File: src/rtl/dmem_pkg.sv
// Shared widths, FSM state encoding and command record for the data-memory arbiter.
// Included by every file of the dmem_arbiter slice.
package dmem_pkg;

  localparam int DMEM_ADDR_W = 8;
  localparam int DMEM_DATA_W = 32;
  localparam int DMEM_DEPTH  = 64;

  typedef enum logic {
    IDLE   = 1'b0,
    ACCESS = 1'b1
  } arb_state_t;

  typedef struct packed {
    logic                   we;
    logic [DMEM_ADDR_W-1:0] addr;
    logic [DMEM_DATA_W-1:0] wdata;
  } dmem_cmd_t;

  // Word accesses only: any set byte-offset bit is an alignment error.
  function automatic logic is_misaligned(input logic [DMEM_ADDR_W-1:0] addr);
    return (addr & DMEM_ADDR_W'(3)) != '0;
  endfunction

endpackage

File: src/rtl/dmem_arb_pick.sv
// Combinational winner selection between port 0 and port 1 (win = 1 means port 1).
// Round-robin on a tie when DMEM_ARB_RR_EN is defined, fixed port-0 priority otherwise.
import dmem_pkg::*;

module dmem_arb_pick (
  input  logic req0,
  input  logic req1,
  input  logic rr_ptr,
  output logic win
);

`ifdef DMEM_ARB_RR_EN
  assign win = (req0 & req1) ? rr_ptr : req1;
`else
  logic unused_rr_ptr;
  assign unused_rr_ptr = rr_ptr;
  assign win = req1 & ~req0;
`endif

endmodule

File: src/rtl/dmem_arbiter.sv
// Two-port arbiter/sequencer for the single-port 64x32 data memory: one 1-cycle access per grant,
// registered response the following cycle. Optional round-robin tie-break via DMEM_ARB_RR_EN.
import dmem_pkg::*;

module dmem_arbiter #(
  parameter int ADDR_W = DMEM_ADDR_W,
  parameter int DATA_W = DMEM_DATA_W
) (
  input  logic              clk,
  input  logic              reset,
  input  logic              req0,
  input  logic              req1,
  input  logic              we0,
  input  logic              we1,
  input  logic [ADDR_W-1:0] addr0,
  input  logic [ADDR_W-1:0] addr1,
  input  logic [DATA_W-1:0] wdata0,
  input  logic [DATA_W-1:0] wdata1,
  output logic              gnt0,
  output logic              gnt1,
  output logic              rvalid0,
  output logic              rvalid1,
  output logic [DATA_W-1:0] rdata0,
  output logic [DATA_W-1:0] rdata1,
  output logic              err0,
  output logic              err1,
  output logic [ADDR_W-1:0] mem_addr,
  output logic [DATA_W-1:0] mem_wdata,
  output logic              mem_read,
  output logic              mem_write,
  input  logic [DATA_W-1:0] mem_rdata
);

  arb_state_t        state_q, state_d;
  dmem_cmd_t         cmd_q, cmd_d;
  logic              win_q, win_d;
  logic              rvalid0_q, rvalid0_d, rvalid1_q, rvalid1_d;
  logic              err0_q, err0_d, err1_q, err1_d;
  logic [DATA_W-1:0] rdata0_q, rdata0_d, rdata1_q, rdata1_d;
  logic              ptr_q;
  logic              pick_win;
  logic              access, mis, rd_ok, wr_ok;

  dmem_arb_pick u_pick (
    .req0   (req0),
    .req1   (req1),
    .rr_ptr (ptr_q),
    .win    (pick_win)
  );

`ifdef DMEM_ARB_RR_EN
  logic ptr_d;
  // Pointer only moves when both ports competed, so an uncontested stream leaves fairness intact.
  assign ptr_d = (state_q == IDLE && req0 && req1) ? ~pick_win : ptr_q;

  always_ff @(posedge clk or posedge reset) begin
    if (reset) ptr_q <= 1'b0;
    else       ptr_q <= ptr_d;
  end
`else
  assign ptr_q = 1'b0;
`endif

  assign access = (state_q == ACCESS);
  assign mis    = is_misaligned(cmd_q.addr);
  assign rd_ok  = access & ~cmd_q.we & ~mis;
  assign wr_ok  = access &  cmd_q.we & ~mis;

  always_ff @(posedge clk or posedge reset) begin
    if (reset) begin
      state_q   <= IDLE;
      cmd_q     <= '0;
      win_q     <= 1'b0;
      rvalid0_q <= 1'b0;
      rvalid1_q <= 1'b0;
      err0_q    <= 1'b0;
      err1_q    <= 1'b0;
      rdata0_q  <= '0;
      rdata1_q  <= '0;
    end else begin
      state_q   <= state_d;
      cmd_q     <= cmd_d;
      win_q     <= win_d;
      rvalid0_q <= rvalid0_d;
      rvalid1_q <= rvalid1_d;
      err0_q    <= err0_d;
      err1_q    <= err1_d;
      rdata0_q  <= rdata0_d;
      rdata1_q  <= rdata1_d;
    end
  end

  always_comb begin
    state_d = state_q;
    cmd_d   = cmd_q;
    win_d   = win_q;
    case (state_q)
      IDLE: begin
        if (req0 | req1) begin
          state_d = ACCESS;
          win_d   = pick_win;
          cmd_d   = pick_win ? '{we: we1, addr: addr1, wdata: wdata1}
                             : '{we: we0, addr: addr0, wdata: wdata0};
        end
      end
      ACCESS:  state_d = IDLE;
      default: state_d = IDLE;
    endcase
  end

  // Response regs are zero outside the response cycle, so the idle port always reads back 0.
  always_comb begin
    rvalid0_d = access & ~win_q;
    rvalid1_d = access &  win_q;
    err0_d    = rvalid0_d & mis;
    err1_d    = rvalid1_d & mis;
    rdata0_d  = (rd_ok & ~win_q) ? mem_rdata : '0;
    rdata1_d  = (rd_ok &  win_q) ? mem_rdata : '0;
  end

  always_comb begin
    gnt0      = access & ~win_q;
    gnt1      = access &  win_q;
    mem_read  = rd_ok;
    mem_write = wr_ok;
    mem_addr  = access ? cmd_q.addr  : '0;
    mem_wdata = access ? cmd_q.wdata : '0;
    rvalid0   = rvalid0_q;
    rvalid1   = rvalid1_q;
    err0      = err0_q;
    err1      = err1_q;
    rdata0    = rdata0_q;
    rdata1    = rdata1_q;
  end

endmodule

File: config.mk
export PLATFORM = sky130hd
export DESIGN_NAME = dmem_arbiter
export DESIGN_NICKNAME = d
export VERILOG_FILES = /design/src/rtl/dmem_pkg.sv /design/src/rtl/dmem_arb_pick.sv /design/src/rtl/dmem_arbiter.sv
export SDC_FILE = /design/constraint.sdc
export NUM_CORES = 1
export LEC_CHECK = 0
export CAP_MARGIN = 20
export CORE_ASPECT_RATIO = 0.9
export CORE_MARGIN = 2
export CORE_UTILIZATION = 45
export CTS_CLUSTER_DIAMETER = 40
export CTS_CLUSTER_SIZE = 40
export DETAILED_ROUTE_END_ITERATION = 10
export GPL_ROUTABILITY_DRIVEN = 0
export PLACE_DENSITY = 0.91
export SLEW_MARGIN = 20
export SYNTH_ARGS = -nofsm -noshare
export SYNTH_HDL_FRONTEND = slang
export SYNTH_HIERARCHICAL = 1
export SYNTH_SLANG_ARGS = --single-unit
File: constraint.sdc
create_clock -name clk -period 7.3 [get_ports clk]
set_input_delay 1.46 -clock clk [delete_from_list [all_inputs] [get_ports clk]]
set_output_delay 1.46 -clock clk [all_outputs]
set_load 0.05 [all_outputs]
==> flow_summary.ini, run 1 <==
[yosys]
synth.avg_cell_area_sq_um = 13.2
syn_nets = 488
synthCells = 370
synth_area_sq_um = 4890
yosys_warnings = 6

[sta]
setup_violations = 0
setup_tns_ps = 0
rsz0062_at_grt = false
max_slew_margin_pct = 36.7
tightest_slew_ps = 949
period_needed_ps = 4360
hold_viol_final = 0
drv_slew = 0
fmaxAchievable_mhz = 230
final.period_utilization_pct = 59.7
fin_skew_ps = 8.07

[hold_path]
hp-class = reg2reg
min_path_cells = 1
hold_start = win_q$_DFFE_PP0P_
min_to = rvalid0$_DFF_PP0_

[die]
chipHeight_microns = 103
die-area_sq_um = 11700
fp-row-count = 36
die_w_microns = 114
initial_utilization_pct = 45.6
coreArea_sq_um = 10700
ios = 230

[worst_setup_path]
end_kind = primary output
reg2regPathDepth = 4
arrival_ps = 2900
worstPathRequired_ps = 5840
crit_fanout = 65
rr_endpoint = rdata0[12]$_DFF_PP0_
r2r_start = access$_DFF_PP0_
r2r_slack_ps = 5340
setup.worst_path.class = reg2out
crit_path_start_kind = flip-flop

[cells_and_area]
synthToLayoutAreaGrowth_pct = 54.5
drive_above_1_share_pct = 26.5
finalNetCount = 706
fin_cells = 726
n_antenna_cell = 0

[global_routing]
grt_pass1_vias = 3652
antenna_found_initial = 0
grt_pass1_wl_microns = 18600
grt_usage_pct = 20.4
overflow = 0
grt_start_max_net_pins = 78

[clock_network]
cts_root_buffer = clkbuf_16
cts_inserted_buffers = 9
cts_tree = yes
worst_skew_pair.late_latency_ps = 340
clk_pin_slew_ps = 70
cts.sinks = 111
cts_hold_buf = 0
htree_num_levels = 3
clock_path_buffers = 2
cts_setup_buffers = 0
cts_resized = 0

[route]
antenna_left = 0
drt_iter0_markers = 65
detail_route.wl_per_cell_microns = 16.8
firstDrtPassIters = 4
drc = 0
vias = 3527
drt-vias-per-instance = 4.86
finalWirelength_microns = 12200

[flow_run]
maxCapViolCount = 0

[placement]
placedCellCount = 709
port-buffer-count = 229
hpwl_microns = 8770

[power]
powerDensity_nw_per_um2 = 224
irDropWorstVdd_uv = 101
p_leak_nw = 3.22

[outcome]
status = complete, no violations
-- critical path, cell delays in order, from the launching register on --
cell and delay (ps):
dfrtp_1 320, buf_4 330, or4b_4 500, buf_4 390
inv_1 140, clkdlybuf4s50_1 830
-- per-stage QoR --
stage | power, mW | utilization [%] | hold slack, ps | setup WS [ps] | area (sq um)
2_1_floorplan | 1.05 | - | 472 | 2910 | 4890
3_3_place_gp | 1.23 | 67.5 | 474 | 3370 | 7230
3_5_place_dp | 1.25 | 67.5 | 489 | 3300 | 7230
4_1_cts | 1.71 | 70.1 | 499 | 2930 | 7520
5_1_grt | 1.77 | 70.4 | 511 | 2810 | 7550
6_report | 1.69 | 70.4 | 496 | 2940 | 7550
-- cell type report --
| cell class | count | area [sq um] |
|---|---|---|
| Sequential cell | 111 | 2780 |
| Clock buffer | 10 | 229 |
| Tap cell | 133 | 166 |
| Inverter | 35 | 134 |
| Fill cell | 767 | 3170 |
| Timing Repair Buffer | 235 | 2360 |
| Clock inverter | 6 | 52.6 |
| Multi-Input combinational cell | 196 | 1830 |
-- worst max-delay path by stage --
stage / start / to / slack [ps] / cells past startpoint
floorplan: reset / access$_DFF_PP0_ / 2910 / 1
global placement: access$_DFF_PP0_ / mem_read / 3370 / 5
detailed placement: access$_DFF_PP0_ / mem_read / 3300 / 5
CTS: access$_DFF_PP0_ / mem_read / 2930 / 5
global route: access$_DFF_PP0_ / mem_read / 2810 / 5
finish: access$_DFF_PP0_ / mem_read / 2940 / 5
-- layer usage --
metal / track usage, % / routed length (microns)
met1: 24.3 / 4760
met2: 36.7 / 6560
met3: 5.06 / 589
met4: 6.85 / 301
met5: 0 / 0
-- placed cells by master (no fill, tap or decap) --
| master | n |
|---|---|
| clkdlybuf4s50_1 | 229 |
| dfrtp_1 | 111 |
| mux2_2 | 83 |
| nor3_2 | 49 |
| and2_1 | 41 |
| inv_1 | 34 |
| nor3_1 | 15 |
| clkbuf_16 | 9 |
| buf_4 | 5 |
| nor2b_1 | 3 |
| inv_8 | 2 |
| o21ba_4 | 1 |
| or4b_4 | 1 |
| nor2_1 | 1 |
| nor4bb_1 | 1 |
| inv_4 | 1 |
| clkinv_2 | 1 |
| inv_6 | 1 |
| clkinvlp_4 | 1 |
| clkinv_4 | 1 |
| clkbuf_1 | 1 |
| buf_16 | 1 |
| nor2b_4 | 1 |
-- state kept, by name, indices dropped and copies added (netlist names) --
signal   cells
cmd_q       41
rdata0      32
rdata1      32
win_q        1
rvalid1      1
err0         1
err1         1
access       1
rvalid0      1
-- power by group --
part / leakage, nW / switching [mW] / internal, mW
sequential: 1.45 / 0.0285 / 0.675
clock: 0.137 / 0.219 / 0.238
combinational: 1.64 / 0.310 / 0.222
Power figures use the tool's default switching activity.
==> run 2: changes to the inputs <==
CORE_UTILIZATION = 37   (was 45)
PLACE_DENSITY = 0.8   (was 0.91)
clock period = 4 ns   (was 7.3 ns; I/O delays follow)
==> run 2 against run 1 <==
Power up 91%; critical endpoint is now mem_write; count of clock-buffer cells in the layout down 1; core utilization fell by 11 points; worst hold slack lost 9.8 ps; cell count is 4.4% higher; largest power group unchanged; cell area rose by 1.0%; critical path type unchanged; sequential power is 83% higher; non-clock buffer count is 1 higher.
==> flow_summary.ini, run 2 (synthesis gave the netlist of run 1 again) <==
[global_routing]
grt_pass1_vias = 3827
overflow = 0
grt_usage_pct = 17.5
antenna_found_initial = 0
grt_start_max_net_pins = 112
grt_pass1_wl_microns = 19700

[sta]
fin_skew_ps = 4.81
fmaxAchievable_mhz = 322
drv_slew = 0
tightest_slew_ps = 925
rsz0062_at_grt = false
setup_tns_ps = 0
period_needed_ps = 3110
setup_violations = 0
max_slew_margin_pct = 38.3
hold_viol_final = 0
whs_ps = 486
final.period_utilization_pct = 77.7

[clock_network]
cts.sinks = 111
cts_root_buffer = clkbuf_16
cts_hold_buf = 0
cts_setup_buffers = 0
clock_path_buffers = 2
cts_resized = 0
cts_inserted_buffers = 9
clk_pin_slew_ps = 70
cts_tree = yes
worst_skew_pair.late_latency_ps = 340
htree_num_levels = 3

[route]
drc = 0
finalWirelength_microns = 12300
drt_iter0_markers = 143
firstDrtPassIters = 3
drt-vias-per-instance = 4.65
antenna_left = 0
vias = 3525
detail_route.wl_per_cell_microns = 16.2

[placement]
hpwl_microns = 8630
placed_cell_area_sq_um = 7300
port-buffer-count = 229

[cells_and_area]
final_area_sq_um = 7630
drive_above_1_share_pct = 27.1
top_register = cmd_q
mostFrequentLayoutCells = clkdlybuf4s50_1 (228), dfrtp_1 (110), mux2_2 (83)
n_fill_cell = 1009
finalNetCount = 707
final_common_cell = clkdlybuf4s50_1
n_antenna_cell = 0
synthToLayoutAreaGrowth_pct = 56.1
largest_register_ffs = 41

[power]
finalPower_mw = 3.23
p_int_mw = 2.19
p_switching_mw = 1.03
p_sw_share_pct = 32.0
p_comb_share_pct = 29.6
p_seq_share_pct = 40.1
irDropWorstVdd_uv = 297
p_leak_nw = 3.25
powerDensity_nw_per_um2 = 423
power.share.clock_pct = 30.4

[die]
coreArea_sq_um = 12800
die-area_sq_um = 14100
ios = 230
initial_utilization_pct = 38.2
die_w_microns = 125
chipHeight_microns = 113
fp-row-count = 39

[worst_setup_path]
arrival_ps = 2310
worstPathRequired_ps = 3200
setup.worst_path.class = reg2out
crit_buf_inv = 1
max_stage_delay_ps = 870
r2r_start = access$_DFF_PP0_
reg2regPathDepth = 3
r2r_slack_ps = 1900
critical-path-slowest-cell = clkdlybuf4s50_1
path_cells = nor4bb_1 -> clkdlybuf4s50_1
end_kind = primary output
crit_fanout = 45
rr_endpoint = rdata1[31]$_DFF_PP0_
critPathTopFamily = buffers and inverters
crit_path_start_kind = flip-flop

[flow_run]
maxCapViolCount = 0

[outcome]
status = complete, no violations

[hold_path]
hp-class = reg2reg
min_to = rvalid0$_DFF_PP0_
hold_start = win_q$_DFFE_PP0P_
min_path_cells = 1
==> run 2: worst max-delay path by stage <==
stage                startpoint               end  slack [ps]  depth (start not counted)
6_report       access$_DFF_PP0_         mem_write         890                          2
5_1_grt        access$_DFF_PP0_         mem_write         750                          2
4_1_cts        access$_DFF_PP0_         mem_write         480                          2
3_5_place_dp   access$_DFF_PP0_         mem_write         900                          2
3_3_place_gp   access$_DFF_PP0_         mem_write         930                          2
2_1_floorplan             reset  access$_DFF_PP0_         270                          1
==> run 2: layout make-up <==
class | count | area, sq um | share of cell area [%]
Clock buffer | 9 | 225 | 2.95
Clock inverter | 7 | 103 | 1.35
Inverter | 35 | 134 | 1.76
Multi-Input combinational cell | 196 | 1830 | 24.0
Sequential cell | 111 | 2780 | 36.4
Tap cell | 164 | 205 | 2.69
Timing Repair Buffer | 236 | 2350 | 30.9
==> run 2: power by group through the flow <==
stage	logic, mW	clock network [mW]	registers (mW)
after CTS	0.967	1.01	1.30
after global routing	1.01	1.05	1.31
after detailed placement	0.962	0	1.32
after global placement	0.950	0	1.31
final	0.954	0.980	1.29
after floorplan	0.552	0	1.37
==> run 2: metal layers <==
layer	up-vias	global-route usage [%]	wire (microns)
met1	1726	19.6	4750
met4	0	6.81	303
met2	128	31.3	6370
met5	-	0	0
li1	1650	-	-
met3	21	5.58	886
==> run 2: metrics by stage <==
step / worst slack, ps / utilization (%) / instances
finish: 892 / 59.7 / 758
detailed placement: 902 / 57.1 / 742
CTS: 484 / 59.6 / 758
floorplan: 269 / - / 370
global placement: 928 / 57.1 / 742
global route: 751 / 59.7 / 758
==> run 2: worst reg2reg max path: stages (launching register included) <==
cell	delay (ps)
dfrtp_2	750
or4b_4	560
buf_4	380
nor3_1	320
==> run 3: changes to the inputs <==
CORE_UTILIZATION = 41   (was 37)
PLACE_DENSITY = 0.84   (was 0.8)
clock period = 3.25 ns   (was 4 ns; I/O delays follow)
==> run 3 against run 2 <==
Worst hold slack worse by 17 ps; power grew 18%; count of clock-buffer cells in the layout is the same; core utilization is 6.4 points higher; register-to-register slack worse by 890 ps; setup slack lost 590 ps; flip-flop and latch count did not move; sequential power up 23%; sequential share of layout area about the same; cell count is 0.92% lower; combinational power grew 25%; critical path depth increased by 1; largest cell class unchanged; largest power group unchanged; highest routed layer unchanged.
==> flow_summary.ini, run 3 (synthesis gave the netlist of run 1 again) <==
[outcome]
status = complete, no violations

[placement]
hpwl_microns = 9080
port-buffer-count = 229

[worst_setup_path]
crit_buf_inv = 2
end_kind = primary output
worstPathRequired_ps = 2600
critPathTopFamily = buffers and inverters
crit_path_start_kind = flip-flop
setup.worst_path.class = reg2out
path_cells = buf_4 -> and2_1 -> clkdlybuf4s50_1
rr_endpoint = cmd_q[10]$_DFFE_PP0P_
r2r_start = access$_DFF_PP0_
max_stage_delay_ps = 800
arrival_ps = 2300
r2r_slack_ps = 1010
reg2regPathDepth = 4
critical-path-slowest-cell = clkdlybuf4s50_1
crit_fanout = 27

[power]
powerDensity_nw_per_um2 = 501
p_comb_share_pct = 31.2
irDropWorstVdd_uv = 266
p_switching_mw = 1.26
p_int_mw = 2.55
p_sw_share_pct = 33.1
p_seq_share_pct = 41.6
power.share.clock_pct = 27.2
p_leak_nw = 3.24

[die]
coreArea_sq_um = 11500
die-area_sq_um = 12800
chipHeight_microns = 108
fp-row-count = 37
initial_utilization_pct = 42.4
ios = 230
die_w_microns = 119

[global_routing]
grt_start_max_net_pins = 65
grt_pass1_wl_microns = 18900
grt_usage_pct = 19.0
grt_pass1_vias = 3701
overflow = 0
antenna_found_initial = 0

[route]
drc = 0
drt_iter0_markers = 150
vias = 3485
finalWirelength_microns = 12400
antenna_left = 0
drt-vias-per-instance = 4.64
detail_route.wl_per_cell_microns = 16.5
firstDrtPassIters = 4

[clock_network]
cts_resized = 0
clk_pin_slew_ps = 70
cts_setup_buffers = 0
cts_inserted_buffers = 9
clock_path_buffers = 2
cts.sinks = 111
cts_root_buffer = clkbuf_16
worst_skew_pair.late_latency_ps = 340
cts_tree = yes
cts_hold_buf = 0
htree_num_levels = 3

[sta]
setup_tns_ps = 0
hold_viol_final = 0
tightest_slew_ps = 917
final.period_utilization_pct = 90.8
fin_skew_ps = 7.10
setup_violations = 0
period_needed_ps = 2950
drv_slew = 0
rsz0062_at_grt = false
fmaxAchievable_mhz = 339
max_slew_margin_pct = 38.9

[hold_path]
hold_start = win_q$_DFFE_PP0P_
min_to = rvalid0$_DFF_PP0_
hp-class = reg2reg
min_path_cells = 1

[cells_and_area]
final_common_cell = clkdlybuf4s50_1
finalNetCount = 708
synthToLayoutAreaGrowth_pct = 55.8
largest_register_ffs = 41
n_antenna_cell = 0
n_fill_cell = 845
mostFrequentLayoutCells = clkdlybuf4s50_1 (227), dfrtp_1 (111), mux2_2 (83)
utilization_pct = 66.0
drive_above_1_share_pct = 27.2
top_register = cmd_q

[flow_run]
maxCapViolCount = 0
## run 3: cell count changes in the layout (fill, tap and decap cells not counted)
cell	change
clkdlybuf4s50_1	-1
buf_12	+3
buf_4	-1
clkinv_4	-1
dfrtp_1	+1
clkinvlp_4	+3
inv_8	+1
inv_6	-1
bufinv_16	-2
inv_4	-1
clkinv_2	+1
dfrtp_2	-1
## run 3: worst register-to-register path: stages (launching register included)
cell and delay, ps:
dfrtp_1 560, buf_4 300, o21ba_2 650, buf_12 270, mux2_2 370
## run 3: final cells by class
| type | count | area, sq um | share of cell area (%) |
|---|---|---|---|
| clock inverters | 7 | 56.3 | 0.740 |
| clock buffers | 9 | 225 | 2.96 |
| well taps | 156 | 195 | 2.56 |
| inverters | 35 | 135 | 1.77 |
| flip-flops and latches | 111 | 2780 | 36.5 |
| multi-input cells | 196 | 1830 | 24.0 |
| repair buffers | 237 | 2400 | 31.5 |
## run 3: worst max path at each step
| stage | startpoint | to | slack, ps | cells after the start |
|---|---|---|---|---|
| 3_3_place_gp | access$_DFF_PP0_ | mem_wdata[5] | 690 | 3 |
| 2_1_floorplan | cmd_q[33]$_DFFE_PP0P_ | mem_write | 670 | 1 |
| 6_report | access$_DFF_PP0_ | mem_wdata[2] | 300 | 3 |
| 3_5_place_dp | access$_DFF_PP0_ | mem_addr[3] | 650 | 3 |
| 4_1_cts | access$_DFF_PP0_ | mem_wdata[2] | 280 | 3 |
| 5_1_grt | access$_DFF_PP0_ | mem_wdata[10] | 150 | 3 |
## run 3: power by group through the flow
stage | clock, mW | sequential [mW] | combinational [mW]
3_5_place_dp | 0 | 1.62 | 1.20
3_3_place_gp | 0 | 1.61 | 1.18
5_1_grt | 1.12 | 1.61 | 1.25
2_1_floorplan | 0 | 1.68 | 0.680
6_report | 1.04 | 1.59 | 1.19
4_1_cts | 1.07 | 1.59 | 1.20
## run 3: through the flow
stage	worst slack, ps	power [mW]	hold slack (ps)	cells	area (sq um)
floorplan	666	2.36	472	370	4890
global placement	693	2.79	448	735	7330
detailed placement	652	2.82	454	735	7330
CTS	275	3.86	470	751	7610
global route	147	3.98	516	751	7610
finish	300	3.82	469	751	7610
## run 3: metal layers
layer	vias up	routed length [microns]	GRT usage, %	share of wire (%)
met2	133	6340	33.2	51
met5	-	0	0	0
met1	1669	4940	22.4	40
met4	0	315	6.80	2.5
li1	1656	-	-	-
met3	27	812	5.30	6.5
